--- config.mk ---
export PLATFORM = sky130hd
export DESIGN_NAME = ps2_host_tx
export DESIGN_NICKNAME = d
export VERILOG_FILES = /design/src/rtl/ps2_pkg.sv /design/src/rtl/ps2_sync_edge.sv /design/src/rtl/ps2_host_tx.sv
export SDC_FILE = /design/constraint.sdc
export NUM_CORES = 1
export LEC_CHECK = 0
export BUFFER_PORTS_ARGS = -buffer_cell sky130_fd_sc_hd__buf_2
export CAP_MARGIN = 30
export CORE_ASPECT_RATIO = 0.5
export CORE_UTILIZATION = 51
export DETAILED_ROUTE_END_ITERATION = 8
export GPL_TIMING_DRIVEN = 0
export PLACE_DENSITY = 0.8
export SLEW_MARGIN = 10
export SYNTH_ARGS = -nofsm -noshare
export SYNTH_HDL_FRONTEND = slang
export SYNTH_HIERARCHICAL = 1
export SYNTH_SLANG_ARGS = --single-unit
--- constraint.sdc ---
create_clock -name sysclk -period 1.3 [get_ports sysclk]
set_clock_uncertainty 0.05 [all_clocks]
set_input_delay 0.195 -clock sysclk [delete_from_list [all_inputs] [get_ports sysclk]]
set_output_delay 0.195 -clock sysclk [all_outputs]
set_load 0.03 [all_outputs]
--- src/rtl/ps2_pkg.sv ---
// ps2_pkg: shared PS/2 state encoding, frame constants and command bytes for host TX and scancode RX.
package ps2_pkg;
    typedef enum logic [2:0] {S_IDLE, S_INHIBIT, S_RTS, S_SHIFT, S_WAITIDLE, S_DONE, S_FAIL} ps2_state_t;
    localparam logic [3:0] LAST_BIT = 4'd11;
    localparam logic START = 1'b0;
    localparam logic STOP = 1'b1;
    localparam logic [7:0] CMD_SET_LEDS = 8'hED;
    localparam logic [7:0] CMD_ENABLE = 8'hF4;
    localparam logic [7:0] CMD_RESET = 8'hFF;
    function automatic logic odd_par(input logic [7:0] d);
        return ~^d;
    endfunction
endpackage

--- src/rtl/ps2_sync_edge.sv ---
// ps2_sync_edge: 2-FF synchroniser for an asynchronous PS/2 pin plus falling-edge detector.
module ps2_sync_edge (
    input  logic i_clk,
    input  logic i_rst_n,
    input  logic i_pin,
    output logic o_level,
    output logic o_fall
);
    logic r_s1, r_s2, r_prev;
    // Idle PS/2 lines are high, so reset to 1 to avoid a spurious edge.
    always_ff @(posedge i_clk) begin
        if (!i_rst_n) begin
            r_s1   <= 1'b1;
            r_s2   <= 1'b1;
            r_prev <= 1'b1;
        end else begin
            r_s1   <= i_pin;
            r_s2   <= r_s1;
            r_prev <= r_s2;
        end
    end
    assign o_level = r_s2;
    assign o_fall  = r_prev & ~r_s2;
endmodule

--- src/rtl/ps2_host_tx.sv ---
// ps2_host_tx: host-to-device PS/2 frame transmitter driving open-drain clock/data via output enables.
// Define PS2_TX_TIMEOUT_EN to add a watchdog that aborts a frame when the device never finishes it.
module ps2_host_tx
    import ps2_pkg::*;
#(
    parameter int CLKFREQ    = 28_000_000,
    parameter int INHIBIT_US = 120,
    parameter int TIMEOUT_MS = 20
) (
    input  logic       sysclk,
    input  logic       rst_n,
    input  logic       ps2clk_in,
    input  logic       ps2data_in,
    output logic       ps2clk_oe,
    output logic       ps2data_oe,
    input  logic [7:0] tx_data,
    input  logic       send,
    output logic       busy,
    output logic       done,
    output logic       error
);
    localparam longint INHIBIT_CYC = longint'(CLKFREQ) * INHIBIT_US / 1000000;
    localparam int INW = $clog2(INHIBIT_CYC);
    localparam logic [INW-1:0] INH_LAST = INW'(INHIBIT_CYC - 1);

    ps2_state_t r_state, w_next;
    logic [INW-1:0] r_inh;
    logic [3:0] r_bitcnt;
    logic [8:0] r_frame;
    logic r_data_oe;
    logic w_clk_lvl, w_clk_fall, w_data_lvl, w_tmo;

    ps2_sync_edge u_clk_sync (
        .i_clk(sysclk), .i_rst_n(rst_n), .i_pin(ps2clk_in), .o_level(w_clk_lvl), .o_fall(w_clk_fall)
    );
    ps2_sync_edge u_data_sync (
        .i_clk(sysclk), .i_rst_n(rst_n), .i_pin(ps2data_in), .o_level(w_data_lvl), .o_fall()
    );

`ifdef PS2_TX_TIMEOUT_EN
    localparam longint TIMEOUT_CYC = longint'(CLKFREQ) / 1000 * TIMEOUT_MS;
    localparam int TW = $clog2(TIMEOUT_CYC);
    localparam logic [TW-1:0] TMO_LAST = TW'(TIMEOUT_CYC - 1);
    logic [TW-1:0] r_tmo;
    // The RTS cycle counts as the first watchdog cycle.
    always_ff @(posedge sysclk) begin
        if (!rst_n || r_state == S_IDLE) r_tmo <= '0;
        else if (r_state == S_RTS) r_tmo <= TW'(1);
        else r_tmo <= r_tmo + 1'b1;
    end
    assign w_tmo = (r_state == S_SHIFT || r_state == S_WAITIDLE) && r_tmo == TMO_LAST;
`else
    assign w_tmo = 1'b0;
`endif

    always_ff @(posedge sysclk) begin
        if (!rst_n) r_state <= S_IDLE;
        else r_state <= w_next;
    end

    always_comb begin
        w_next     = r_state;
        ps2clk_oe  = 1'b0;
        ps2data_oe = 1'b0;
        busy       = 1'b0;
        done       = 1'b0;
        error      = 1'b0;
        case (r_state)
            S_IDLE:     w_next = send ? S_INHIBIT : S_IDLE;
            S_INHIBIT: begin
                ps2clk_oe = 1'b1;
                busy      = 1'b1;
                w_next    = (r_inh == INH_LAST) ? S_RTS : S_INHIBIT;
            end
            S_RTS: begin
                ps2data_oe = 1'b1;
                busy       = 1'b1;
                w_next     = S_SHIFT;
            end
            S_SHIFT: begin
                ps2data_oe = r_data_oe;
                busy       = 1'b1;
                w_next     = w_tmo ? S_FAIL :
                             (w_clk_fall && r_bitcnt == LAST_BIT - 4'd1) ? (w_data_lvl ? S_FAIL : S_WAITIDLE) :
                             S_SHIFT;
            end
            S_WAITIDLE: begin
                busy   = 1'b1;
                w_next = w_tmo ? S_FAIL : (w_clk_lvl && w_data_lvl) ? S_DONE : S_WAITIDLE;
            end
            S_DONE: begin
                done   = 1'b1;
                w_next = S_IDLE;
            end
            S_FAIL: begin
                error  = 1'b1;
                w_next = S_IDLE;
            end
            default: w_next = S_IDLE;
        endcase
    end

    // Frame shifts out LSB first; STOP fills behind so edges 10 and 11 release data.
    always_ff @(posedge sysclk) begin
        if (!rst_n) begin
            r_inh     <= '0;
            r_bitcnt  <= '0;
            r_frame   <= '0;
            r_data_oe <= 1'b0;
        end else begin
            r_inh <= (r_state == S_INHIBIT) ? r_inh + 1'b1 : '0;
            if (r_state == S_IDLE && send) r_frame <= {odd_par(tx_data), tx_data};
            if (r_state == S_RTS) begin
                r_bitcnt  <= '0;
                r_data_oe <= ~START;
            end else if (r_state == S_SHIFT && w_clk_fall) begin
                r_bitcnt  <= r_bitcnt + 1'b1;
                r_data_oe <= ~r_frame[0];
                r_frame   <= {STOP, r_frame[8:1]};
            end
        end
    end
endmodule

==> impl_metrics.tcl, run 1 <==
set metrics [dict create \
    max_slew_margin_pct 67.2 \
    numCtsBuffers 5 \
    setup_ws_ns -0.256 \
    drtIter0Drc 70 \
    final_cells 249 \
    power.density_nw_per_um2 966 \
    end_kind "output port" \
    antenna_found_initial 0 \
    top_layer "met4" \
    portBuffers 17 \
    ant_nets 0 \
    path_buf_inv 2 \
    grt-ovfl-total 0 \
    met2WireLength_mm 2.20 \
    wl_met1_mm 1.77 \
    syn2layout_area_growth_pct 39.0 \
    rows 13 \
    path_common_cell "buf_6" \
    rsz0062_at_grt "yes" \
    hpwl_mm 2.21 \
    start_util_pct 57.7 \
    path_depth 4 \
    drv_slew 0 \
    syn_area_per_cell_um2 9.39 \
    cp_data_required_time_ns 1.05 \
    placed_cells 226 \
    drv_cap 0 \
    status "finished with violations" \
    diodes 0 \
    worst-endpoint-arrival_ns 1.31 \
    dr_wl_met3_um 238 \
    whs_ns 0.0432 \
    tns_ns -4.14 \
    design.portCount 18 \
    post-route-period-util_pct 120 \
    ir_worst_vdd_v 0.000776 \
    drcViolationCount 0 \
    clkSlewWorstSetupHoldPaths_ns 0.06 \
    cts_max_level 2 \
    synth_cells 172 \
    grt_util_all_layers_pct 24.4 \
    drtPass1Iterations 4 \
    slowest_delay_ns 0.32 \
    crit_chain "buf_6, or2b_1, a21oi_2, buf_6" \
    cp_max_fo 8 \
    setup_violations 31 \
    hold_viol 0 \
    finish.instance_area_um2 2250 \
    num-nets-final 229 \
    grt_pass1_wl_mm 6.10 \
    hold_start "ps2data_in" \
    cts_tree "done" \
    fp.dieW_um 81.6 \
    post-route-min-period_ns 1.56 \
    yosysWarnings 6 \
    die-height_um 41.8 \
    reg2reg_from "r_state[1]" \
    vias 1448 \
    cp-start-kind "flip-flop" \
    reg2reg_depth 6 \
    timing.fmax_ghz 0.643 \
    cp-startpoint "r_state[1]" \
    drive_above_1_share_pct 44.3 \
    final_util_pct 80.3 \
    die_area_um2 3410 \
    cts.sinks 34 \
    grt_pass1_vias 1323 \
    drt-wirelength-per-cell_um 17.4 \
    totalWireLength_mm 4.32 \
    worstSetupPathType "reg -> out" \
    gp_congestion 0.858 \
    tightest_slew_ns 0.493 \
    netlist_area_um2 1620 \
    violations "setup timing" \
    via_per_inst 5.82 \
    synth.net_count 188 \
    clk_latency_ns 0.29 \
    ctsRootBufferMaster "clkbuf_8" \
    grt_max_degree 11 \
    min_path_cells 2 \
    cellLeakagePower_nw 0.918 \
    dpl_cell_area_um2 1760 \
    holdBufCountCts 0 \
    core_um2 2800 \
    slowest_stage "dfxtp_1" \
    cts_buffer_depth 2 \
    crit_family "flip-flops" \
    hp-class "in -> reg" \
]
-- where the power goes --
group	switching, mW	internal, mW
sequential	0.0258	1.07
clock	0.354	0.408
combinational	0.155	0.156
total	0.535	1.64
-- registers in the layout (all words and copies together), names as in the netlist --
| signal | cells |
|---|---|
| r_bitcnt | 4 |
| r_state | 3 |
| u_clk_sync/o_level | 1 |
| u_clk_sync/r_s1 | 1 |
| r_frame | 9 |
| u_data_sync/o_level | 1 |
| u_clk_sync/r_prev | 1 |
| r_data_oe | 1 |
| r_inh | 12 |
| u_data_sync/r_s1 | 1 |
-- path summary, 6_finish.rpt --
kind	to	slack, ns
worst max-delay path	ps2data_oe	-0.26
worst min-delay path	u_data_sync/r_s1	0.04
worst max register to register	r_frame[0]	-0.23
worst min register to register	u_clk_sync/o_level	0.36
-- layer usage --
layer	vias up	GRT usage, %
met5	-	0
met4	0	9.12
met3	19	7.47
met2	59	42.8
met1	692	27.6
li1	678	-
-- metrics by stage --
stage                     setup WS (ns)  power [mW]
after floorplan                 -0.0326        1.28
after global placement           -0.110        1.33
after detailed placement         -0.170        1.34
after CTS                        -0.228        2.15
after global routing             -0.297        2.27
final                            -0.256        2.17
-- cell usage in the layout, fill, tap and decap left out, drive strengths merged, types with 2 or more instances in the layout --
cell type / n
o21ai: 4
nor4: 2
inv: 7
mux2i: 8
nand2: 16
a211oi: 2
o211a: 7
nand4: 3
nand3: 6
nor3b: 2
or3: 2
dfxtp: 34
a21oi: 5
xor2: 7
and4: 2
nor2: 20
and3: 2
buf: 41
clkbuf: 7
nand2b: 5
ha: 3
xnor2: 12
and4b: 2
-- timing repair --
action / CTS / global route
buffers inserted: 11 / 4
pin swaps: 19 / 11
setup endpoints to repair: 30 / 33
gates resized for setup: 43 / 32
cloned: 2 / 0
-- layout make-up --
type / count / area [µm²]
multi-input combinational: 123 / 1040
sequential: 34 / 701
buffer: 8 / 82.6
timing repair buffer: 34 / 260
inverter: 7 / 31.3
fill: 152 / 552
clock buffer: 6 / 82.6
tap: 37 / 46.3
No activity file was read; power rests on OpenSTA's default activity.
==> inputs of run 2 (changes only) <==
CORE_UTILIZATION = 40   (was 51)
PLACE_DENSITY = 0.66   (was 0.8)
==> run 2 against run 1 <==
Compared with the run above:
- the flow still finishes with violations (setup timing)
- critical path type unchanged
- hold slack better by 0.0067 ns
- global-route usage down 8.6 points
- critical endpoint unchanged
- cell area decreased by 5.0%
- largest cell class unchanged
- highest routed layer unchanged
- register-to-register slack better by 0.06 ns
==> impl_metrics.tcl, run 2 (synthesis gave the netlist of run 1 again) <==
set metrics [dict create \
    core_um2 3640 \
    post-route-period-util_pct 118 \
    drt-wirelength-per-cell_um 12.4 \
    cts.sinks 34 \
    max_slew_margin_pct 70.3 \
    power.density_nw_per_um2 972 \
    hold_viol 0 \
    grt.busiest_layer "met2" \
    clkSlewWorstSetupHoldPaths_ns 0.06 \
    min_path_cells 2 \
    rsz0062_at_grt "yes" \
    final_common_cell "dfxtp_1" \
    grt_max_degree 11 \
    cellLeakagePower_nw 0.886 \
    ant_nets 0 \
    grt-ovfl-total 0 \
    setup_violations 26 \
    die_area_um2 4310 \
    drv_slew 0 \
    totalWireLength_mm 3.21 \
    finish.instance_area_um2 2130 \
    grt_pass1_vias 1178 \
    hp-class "in -> reg" \
    worst-endpoint-arrival_ns 1.29 \
    end_kind "output port" \
    whs_ns 0.0499 \
    ctsRootBufferMaster "clkbuf_8" \
    syn2layout_area_growth_pct 32.1 \
    antenna_found_initial 0 \
    grt_use_met1_pct 19.1 \
    ir_worst_vdd_v 0.000466 \
    crit_chain "buf_6, or2b_1, a21oi_2, buf_6" \
    fp.dieW_um 91.9 \
    num-nets-final 224 \
    dpl_cell_area_um2 1780 \
    start_util_pct 44.4 \
    status "finished with violations" \
    grt_use_met3_pct 5.34 \
    portBuffers 17 \
    tightest_slew_ns 0.446 \
    gp_congestion 0.792 \
    drtPass1Iterations 4 \
    reg2reg_depth 6 \
    regMostFlops "r_inh" \
    numCtsBuffers 5 \
    p_total_mw 2.07 \
    rows 15 \
    clk_latency_ns 0.28 \
    vias 1293 \
    via_per_inst 4.99 \
    setup_ws_ns -0.231 \
    drive_above_1_share_pct 36.5 \
    violations "setup timing" \
    path_common_cell "buf_6" \
    met2_usage_pct 27.2 \
    drv_cap 0 \
    final_util_pct 58.6 \
    slowest_stage "dfxtp_2" \
    cp_data_required_time_ns 1.05 \
    hpwl_mm 2.07 \
    cts_tree "done" \
    die-height_um 46.9 \
    cp_max_fo 8 \
    cp-start-kind "flip-flop" \
    final_cells 259 \
    grt_pass1_wl_mm 5.08 \
    drcViolationCount 0 \
    slowest_delay_ns 0.33 \
    pre_cts_ws_ns -0.153 \
    timing.fmax_ghz 0.653 \
    largest_reg_flops 12 \
    cts_buffer_depth 2 \
    tns_ns -2.88 \
    worstSetupPathType "reg -> out" \
    design.portCount 18 \
    placed_cells 240 \
    grt_util_all_layers_pct 15.7 \
    cts_max_level 2 \
    diodes 0 \
    reg_top3 "r_inh (12), r_frame (9), r_bitcnt (4)" \
    drtIter0Drc 41 \
    post-route-min-period_ns 1.53 \
    final.fill_count 308 \
    layout_common_cells "24 x dfxtp_1, 17 x nor2_1, 15 x nand2_1, 13 x buf_6, 12 x buf_2" \
]
## run 2: changes by cell type in the layout (fill, tap and decap cells not counted), sizes merged
cell / delta
buf: -5
clkbuf: +1
## run 2: path summary, 6_finish.rpt
kind               startpoint                   to  slack, ns
max                r_state[1]           ps2data_oe      -0.23
min                 ps2clk_in      u_clk_sync/r_s1       0.05
min reg2reg  u_data_sync/r_s1  u_data_sync/o_level       0.36
max reg2reg        r_state[2]           r_state[0]      -0.17
## run 2: area by class of cell
type	instances	area [µm²]	share of cell area, %
plain buffers	8	86.3	4.05
clock buffers	7	76.3	3.58
inverters	7	26.3	1.23
multi-input cells	123	966	45.3
flip-flops and latches	34	701	32.8
well taps	51	63.8	2.99
repair buffers	29	214	10.0
## run 2: metal layers
metal  wire [µm]  share of wire, %
met1        1520                47
met2        1520                47
met3         116               3.6
met4          57               1.8
met5           0                 0
## run 2: worst max-delay path: cells and delay by family (launching register included)
family / cells / cell delay, ns
simple gates: 1 / 0.27
buf+inv: 2 / 0.28
compound gates: 1 / 0.14
flops: 1 / 0.33
## run 2: report_power, final
| group | internal [mW] | switching (mW) |
|---|---|---|
| clock network | 0.368 | 0.339 |
| registers | 1.07 | 0.0200 |
| logic | 0.147 | 0.128 |
## run 2: what timing repair did
action	CTS	global route
hold buffers	0	0
buffers inserted	6	5
cloned	1	0
pin swaps	6	13
setup endpoints to repair	29	32
resized for setup	40	16
==> inputs of run 3 (changes only) <==
CORE_ASPECT_RATIO = unset   (was 0.5)
CTS_BUF_LIST = sky130_fd_sc_hd__clkbuf_4   (was unset)
==> run 3 against run 2 <==
Compared with the run above:
- the run still ends with setup timing left
- non-clock buffer count up 13
- hold slack improved by 0.010 ns
- flip-flop and latch count unchanged
- count of clock-buffer cells in the layout unchanged
- routed wire length is 21% higher
- cell count rose by 4.2%
- critical path depth unchanged
- cell area up 11%
- worst setup slack worse by 0.052 ns
- first-iteration DRC count grew 120%
- sequential share of layout area is 3.2 points lower
- die area is 0.37% lower
- largest cell class unchanged
- highest routed layer unchanged
==> impl_metrics.tcl, run 3 (synthesis gave the netlist of run 1 again) <==
set metrics [dict create \
    die_area_um2 4300 \
    grt-ovfl-total 0 \
    grt_pass1_wl_mm 5.91 \
    grt_max_degree 11 \
    cts_buffer_depth 2 \
    cts_max_level 2 \
    cts.sinks 34 \
    seq_power_share_pct 49.3 \
    fp.dieW_um 65.5 \
    final.fill_count 287 \
    pwr-share-comb_pct 14.7 \
    violations "setup timing" \
    status "finished with violations" \
    post-route-min-period_ns 1.58 \
    tightest_slew_ns 0.521 \
    die-height_um 65.5 \
    drtIter0Drc 91 \
    drv_cap 0 \
    post-route-period-util_pct 122 \
    numCtsBuffers 5 \
    final_common_cell "dfxtp_1" \
    p_int_mw 1.69 \
    whs_endpoint "u_data_sync/r_s1" \
    swShare_pct 23.8 \
    via_per_inst 5.28 \
    core_um2 3770 \
    cp_max_fo 5 \
    r2r_setup_slack_ns -0.24 \
    ant_nets 0 \
    regMostFlops "r_inh" \
    reg2reg_from "r_state[0]" \
    ir_worst_vdd_v 0.000423 \
    hold_viol 0 \
    cellLeakagePower_nw 1.02 \
    drv_slew 0 \
    worst-endpoint-arrival_ns 1.34 \
    portBuffers 17 \
    placed_cells 237 \
    totalWireLength_mm 3.89 \
    rsz0062_at_grt "yes" \
    cp-start-kind "flip-flop" \
    largest_reg_flops 12 \
    syn2layout_area_growth_pct 46.3 \
    clkSlewWorstSetupHoldPaths_ns 0.11 \
    switching_power_mw 0.529 \
    timing.fmax_ghz 0.632 \
    cp_data_required_time_ns 1.05 \
    power.density_nw_per_um2 940 \
    grt_pass1_vias 1343 \
    antenna_found_initial 0 \
    drcViolationCount 0 \
    worstSetupPathType "reg -> out" \
    gp_congestion 0.772 \
    timing.rr.end "r_frame[2]" \
    layout_common_cells "24 x dfxtp_1, 17 x buf_6, 16 x buf_4, 13 x buf_2" \
    diodes 0 \
    reg_top3 "r_inh (12), r_frame (9), r_bitcnt (4)" \
    reg2reg_depth 6 \
    cts_tree "done" \
    end_kind "output port" \
    vias 1426 \
    drive_above_1_share_pct 50.5 \
    whs_ns 0.0599 \
    num-nets-final 237 \
    clockPowerShare_pct 36.1 \
    ctsRootBufferMaster "clkbuf_4" \
    hpwl_mm 2.22 \
    grt_util_all_layers_pct 18.1 \
    drt-wirelength-per-cell_um 14.4 \
    design.portCount 18 \
    setup_ws_ns -0.283 \
    rows 22 \
    min_path_cells 2 \
    hold_start "rst_n" \
    hp-class "in -> reg" \
    clk_latency_ns 0.34 \
    final_cells 270 \
    setup_violations 31 \
    start_util_pct 42.8 \
    drtPass1Iterations 4 \
    max_slew_margin_pct 65.3 \
]
## run 3: changes by cell type in the layout (fill, tap and decap cells not counted), sizes merged
cell | previous run | this run
dlygate4sd3 | 0 | 2
buf | 36 | 47
bufinv | 0 | 1
## run 3: timing repair
item                                   in CTS  in global routing
resized for setup                          46                 44
endpoints found under the hold margin       2                  0
pin swaps                                  12                 14
cloned                                      2                  1
setup endpoints to repair                  31                 32
buffers inserted                           17                  4
hold buffers                                2                  0
## run 3: power groups by stage
stage	registers (mW)	clock network [mW]	logic, mW
2_1_floorplan	1.11	0	0.166
3_3_place_gp	1.12	0	0.214
3_5_place_dp	1.12	0	0.221
4_1_cts	1.09	0.814	0.275
5_1_grt	1.10	0.848	0.347
6_report	1.09	0.802	0.326
## run 3: final cells by class
cell class	count	area, µm²	area share, %
Buffer	7	75.1	3.18
Clock buffer	7	52.6	2.22
Clock inverter	1	30.0	1.27
Inverter	7	26.3	1.11
Multi-Input combinational cell	123	1080	45.6
Sequential cell	34	701	29.6
Tap cell	48	60.1	2.54
Timing Repair Buffer	43	340	14.4
## run 3: how the worst max path moves through the flow
stage / startpoint / slack [ns] / cells after the start / endpoint
6_report: r_state[0] / -0.28 / 4 / busy
5_1_grt: r_state[0] / -0.33 / 4 / busy
4_1_cts: r_state[1] / -0.28 / 4 / ps2data_oe
3_5_place_dp: r_state[1] / -0.18 / 6 / r_frame[6]
3_3_place_gp: r_state[1] / -0.13 / 6 / r_frame[4]
2_1_floorplan: r_state[1] / -0.03 / 6 / r_frame[4]
## run 3: worst max-delay path: stages (launching register included)
cell	delay, ns
dfxtp_2	0.35
buf_6	0.13
nor2_2	0.22
xnor2_2	0.14
buf_4	0.17
## run 3: metrics by stage
step                TNS, ns  utilization [%]  power [mW]  instance area, µm²  setup WS, ns
floorplan            -0.220                -        1.28                1630       -0.0326
finish                -4.04             62.7        2.22                2360        -0.283
global route          -5.48             62.7        2.29                2360        -0.332
detailed placement    -2.09             47.1        1.34                1780        -0.179
global placement      -1.27             47.1        1.33                1780        -0.134
CTS                   -3.60             57.6        2.18                2170        -0.276
## run 3: routing by layer
| metal | track usage (%) | wire length, µm | vias to the layer above |
|---|---|---|---|
| met3 | 4.17 | 114 | 10 |
| met4 | 7.34 | 77 | 0 |
| met5 | 0 | 0 | - |
| met1 | 20.0 | 1660 | 709 |
| met2 | 33.1 | 2040 | 20 |
| li1 | - | - | 687 |
